### src/rtl/seg_scan_display.sv
// Scans a 32-bit snapshot of data_i as 8 hex digits onto a common-anode 7-segment display.
// The snapshot refreshes once per scan frame, so a single frame never mixes two values.
module seg_scan_display #(
   parameter int SCAN_DIV = 20000,
   parameter bit BLANK_LZ = 1'b1
) (
   input  logic        clk_i,
   input  logic        reset_n_i,
   input  logic [31:0] data_i,
   input  logic        freeze_i,
   output logic [7:0]  led_en_o,
   output logic [7:0]  led_seg_o,
   output logic        frame_o
);

   localparam int               CNT_W   = $clog2(SCAN_DIV);
   localparam logic [CNT_W-1:0] CNT_MAX = CNT_W'(SCAN_DIV - 1);

   logic [CNT_W-1:0] div_cnt;
   logic [2:0]       digit_idx;
   logic [31:0]      shadow;
   logic             tick;
   logic             wrap;
   logic [3:0]       nibble;
   logic             blank;
   logic [7:0]       en_nxt;
   logic [7:0]       seg_nxt;

   function automatic logic [7:0] hex_to_seg(input logic [3:0] nib);
      case (nib)
         4'h0:    hex_to_seg = 8'hC0;
         4'h1:    hex_to_seg = 8'hF9;
         4'h2:    hex_to_seg = 8'hA4;
         4'h3:    hex_to_seg = 8'hB0;
         4'h4:    hex_to_seg = 8'h99;
         4'h5:    hex_to_seg = 8'h92;
         4'h6:    hex_to_seg = 8'h82;
         4'h7:    hex_to_seg = 8'hF8;
         4'h8:    hex_to_seg = 8'h80;
         4'h9:    hex_to_seg = 8'h90;
         4'hA:    hex_to_seg = 8'h88;
         4'hB:    hex_to_seg = 8'h83;
         4'hC:    hex_to_seg = 8'hC6;
         4'hD:    hex_to_seg = 8'hA1;
         4'hE:    hex_to_seg = 8'h86;
         default: hex_to_seg = 8'h8E;
      endcase
   endfunction

   assign tick = (div_cnt == CNT_MAX);
   assign wrap = tick && (digit_idx == 3'd7);

   // NOTE: every signal assigned in always_comb gets a value on all paths
   // (defaults first, overrides after) so no latch is inferred.
   always_comb begin
      nibble  = shadow[{digit_idx, 2'b00} +: 4];
      en_nxt  = ~(8'b1 << digit_idx);
      seg_nxt = hex_to_seg(nibble);
      // A digit is a leading zero when it and everything above it is zero.
      blank   = BLANK_LZ && (digit_idx != 3'd0) &&
                ((shadow >> {digit_idx, 2'b00}) == 32'd0);
      if (blank) begin
         en_nxt  = 8'hFF;
         seg_nxt = 8'hFF;
      end
   end

   // NOTE: state is updated with non-blocking assignments so every register
   // samples the pre-edge values, independent of statement order.
   always_ff @(posedge clk_i) begin
      if (!reset_n_i) begin
         div_cnt   <= '0;
         digit_idx <= '0;
         shadow    <= '0;
         led_en_o  <= 8'hFF;
         led_seg_o <= 8'hFF;
         frame_o   <= 1'b0;
      end else begin
         div_cnt <= tick ? '0 : div_cnt + CNT_W'(1);
         if (tick)
            digit_idx <= digit_idx + 3'd1;
         // Capture only at the frame boundary to avoid tearing.
         if (wrap && !freeze_i)
            shadow <= data_i;
         frame_o   <= wrap && !freeze_i;
         led_en_o  <= en_nxt;
         led_seg_o <= seg_nxt;
      end
   end

endmodule

### config.mk
export PLATFORM = sky130hd
export DESIGN_NAME = seg_scan_display
export DESIGN_NICKNAME = d
export VERILOG_FILES = /design/src/rtl/seg_scan_display.sv
export SDC_FILE = /design/constraint.sdc
export NUM_CORES = 1
export LEC_CHECK = 0
export CAP_MARGIN = 30
export CORE_UTILIZATION = 48
export CTS_CLUSTER_SIZE = 14
export DETAILED_ROUTE_END_ITERATION = 16
export GPL_TIMING_DRIVEN = 0
export PLACE_DENSITY_LB_ADDON = 0.12
export SYNTH_ARGS = -nofsm -noshare
export SYNTH_HDL_FRONTEND = slang
export SYNTH_SLANG_ARGS = --single-unit
### constraint.sdc
create_clock -name clk_i -period 2.3 [get_ports clk_i]
set_input_delay 0.69 -clock clk_i [delete_from_list [all_inputs] [get_ports clk_i]]
set_output_delay 0.69 -clock clk_i [all_outputs]
set_load 0.02 [all_outputs]
==> flow_metrics.py <==
metrics = {
    "clock_tree": {
        "clock_path_buffers": 2,
        "cts_root_buf": "clkbuf_8",
        "clk-insertion-delay-late_ns": 0.35,
        "cts_buffers": 9,
        "cts_max_level": 3,
        "path_clk_slew_ns": 0.07,
        "numClockSinks": 66,
        "cts_tree": "done",
    },
    "yosys": {
        "synth_ff_type": "dfxtp_1",
        "synth_fp_nets": 413,
        "yosysSeqAreaShare_pct": 41.5,
        "yosys_warnings": 0,
        "syn_inst": 366,
        "avgSynthCellArea_um2": 8.69,
        "ys_ff_latch": 66,
        "synth_edf_count": 0,
        "ys_types": 49,
        "synthArstFlopShare_pct": 0,
        "synth_area_um2": 3180,
    },
    "min_path": {
        "hold_class": "flop to flop",
        "hold_depth": 2,
    },
    "setup_path": {
        "crit_fanout": 10,
        "crit_type": "flop to flop",
        "start_kind": "flop",
        "worst_setup_path_end_kind": "flop",
        "required_ns": 2.56,
        "r2r_cells": 8,
        "cp.arrival_ns": 2.51,
    },
    "placed_design": {
        "dp_slack_ns": -0.357,
        "io_buffers": 50,
        "gp_congestion": 0.906,
        "hpwl_mm": 5.22,
    },
    "timing": {
        "worstMarginPinSlew_ns": 0.567,
        "fin_ws_ns": 0.0521,
        "fmax_ghz": 0.445,
        "rsz0062_at_grt": "true",
        "min_period_ns": 2.25,
        "period_share_pct": 97.7,
        "drv_slew": 0,
        "setup_violations": 0,
        "finClkSkew_ns": 0.0117,
        "hold_viol": 0,
        "max_slew_margin_pct": 62.2,
    },
    "layout": {
        "layout_commonest_cell": "nand2_1",
        "num-fill-cells": 549,
        "final_nets": 483,
        "area_delta_synth_final_pct": 28.8,
        "drive_gt1_share_pct": 15.2,
        "most-common-layout-cells": "81 x nand2_1, 64 x dfxtp_1, 50 x clkdlybuf4s50_1",
        "antenna_cells": 0,
        "fin_util_pct": 64.1,
    },
    "detailed_routing": {
        "via_per_inst": 5.35,
        "drc": 0,
        "dr.max_layer_used": "met4",
        "drtPass1Iterations": 4,
        "routed-wl-met2_mm": 3.42,
        "met1Wirelength_mm": 3.31,
        "drtIter0Drc": 113,
        "ant_nets": 0,
        "wirelength_mm": 7.21,
        "wire_per_inst_um": 13.9,
        "wl_met3_um": 376,
        "vias": 2769,
    },
    "grt": {
        "grt_pass1_vias": 2668,
        "grt_max_degree": 12,
        "grt_pass1_wl_mm": 12.3,
        "antenna_found_initial": 0,
        "gr-total-overflow": 0,
        "grtUsageTotal_pct": 22.2,
    },
    "die": {
        "coreArea_um2": 6390,
        "fp.dieH_um": 83.4,
        "fp.dieW_um": 83.4,
        "io_pins": 52,
        "fp.dieArea_um2": 6960,
        "start_util_pct": 49.8,
        "rows": 29,
    },
    "run": {
        "max-cap-violations": 0,
    },
    "power": {
        "irDropWorstVdd_v": 0.000377,
        "cellPowerDensity_nw_per_um2": 521,
        "power_mw": 2.13,
        "leakage_nw": 1.53,
    },
    "outcome": {
        "outcome": "completed",
    },
}
cell families after synthesis:
family / after synthesis / share of synthesized area, %
other cells: 1 / 0.118
flops: 66 / 41.5
fa+ha+maj: 12 / 4.72
xor+xnor: 14 / 3.86
buf+inv: 31 / 4.60
compound gates: 68 / 14.1
simple gates: 156 / 21.6
mux: 18 / 9.44
synthesized netlist by cell type (all sizes together) (2+ instances only):
library cell | n | area [um2]
buf | 12 | 75.1
mux2i | 10 | 113
nand2b | 3 | 18.8
o22ai | 2 | 18.8
nor3b | 3 | 27.5
a211oi | 2 | 15.0
inv | 8 | 30.0
xnor2 | 5 | 43.8
clkbuf | 11 | 41.3
mux4 | 8 | 188
a41oi | 2 | 17.5
nor3 | 10 | 50.1
nor2 | 35 | 131
nand4 | 5 | 31.3
o21ai | 11 | 55.1
nand3 | 5 | 25.0
and3 | 3 | 18.8
nor4 | 6 | 43.8
o221ai | 3 | 38.8
and2 | 2 | 13.8
nand2 | 81 | 304
xor2 | 9 | 78.8
a21oi | 38 | 190
o211ai | 3 | 32.5
ha | 12 | 150
dfxtp | 66 | 1320
layout make-up:
type | instances | area (um2) | area share (%)
repair buffers | 59 | 566 | 13.8
well taps | 77 | 96.3 | 2.35
clock buffers | 11 | 141 | 3.45
multi-input cells | 269 | 1760 | 43.1
flip-flops and latches | 66 | 1330 | 32.4
clock inverters | 5 | 30.0 | 0.733
inverters | 8 | 30.0 | 0.733
plain buffers | 23 | 139 | 3.39
report_power, final:
part	leakage [nW]	internal (mW)	switching (mW)	total [mW]
combinational	0.908	0.0757	0.0445	0.120
clock	0.0851	0.415	0.441	0.856
sequential	0.537	1.15	0.00571	1.16
total	1.53	1.64	0.492	2.13
final timing paths:
| path | from | endpoint | slack, ns |
|---|---|---|---|
| worst min-delay path | shadow[0]$_SDFFE_PN0P_ | shadow[0]$_SDFFE_PN0P_ | 0.46 |
| worst min register to register | shadow[0]$_SDFFE_PN0P_ | shadow[0]$_SDFFE_PN0P_ | 0.46 |
| worst max register to register | digit_idx[0]$_SDFFE_PN0N_ | led_seg_o[5]$_SDFF_PP1_ | 0.05 |
| worst max-delay path | digit_idx[0]$_SDFFE_PN0N_ | led_seg_o[5]$_SDFF_PP1_ | 0.05 |
sequential cells by signal (all words and copies together) (netlist names):
| name | count |
|---|---|
| led_seg_o | 7 |
| frame_o | 1 |
| shadow | 32 |
| digit_idx | 3 |
| led_en_o | 8 |
| div_cnt | 15 |
worst max-delay path, stage by stage (launching register included):
cell	delay [ns]
dfxtp_4	0.36
buf_6	0.14
buf_8	0.14
mux4_2	0.54
mux2i_4	0.23
ha_2	0.24
a41oi_2	0.17
buf_6	0.19
o221ai_2	0.16
routing by layer:
layer	vias to the layer above	GRT usage [%]
met3	10	5.57
met5	-	0
met1	1277	28.4
met4	0	8.93
li1	1407	-
met2	75	35.9
through the flow:
| step | setup TNS (ns) | cell area [um2] | hold slack [ns] | instances |
|---|---|---|---|---|
| 6_report | 0 | 4100 | 0.462 | 518 |
| 5_1_grt | -0.0150 | 4100 | 0.497 | 518 |
| 4_1_cts | 0 | 4040 | 0.465 | 514 |
| 3_5_place_dp | -7.16 | 3790 | 0.450 | 493 |
| 3_3_place_gp | -5.88 | 3790 | 0.450 | 493 |
| 2_1_floorplan | 0 | 3190 | 0.426 | 366 |
repair_timing:
action                                  in CTS  in global routing
gates resized for setup                     11                 14
setup buffers                                4                  4
endpoints found under the setup margin      44                 38
gates cloned                                 1                  0
endpoints found under the hold margin        0                  0
pin swaps                                    1                  1
hold buffers                                 0                  0
Note: power is estimated with default switching activity, not from simulation.
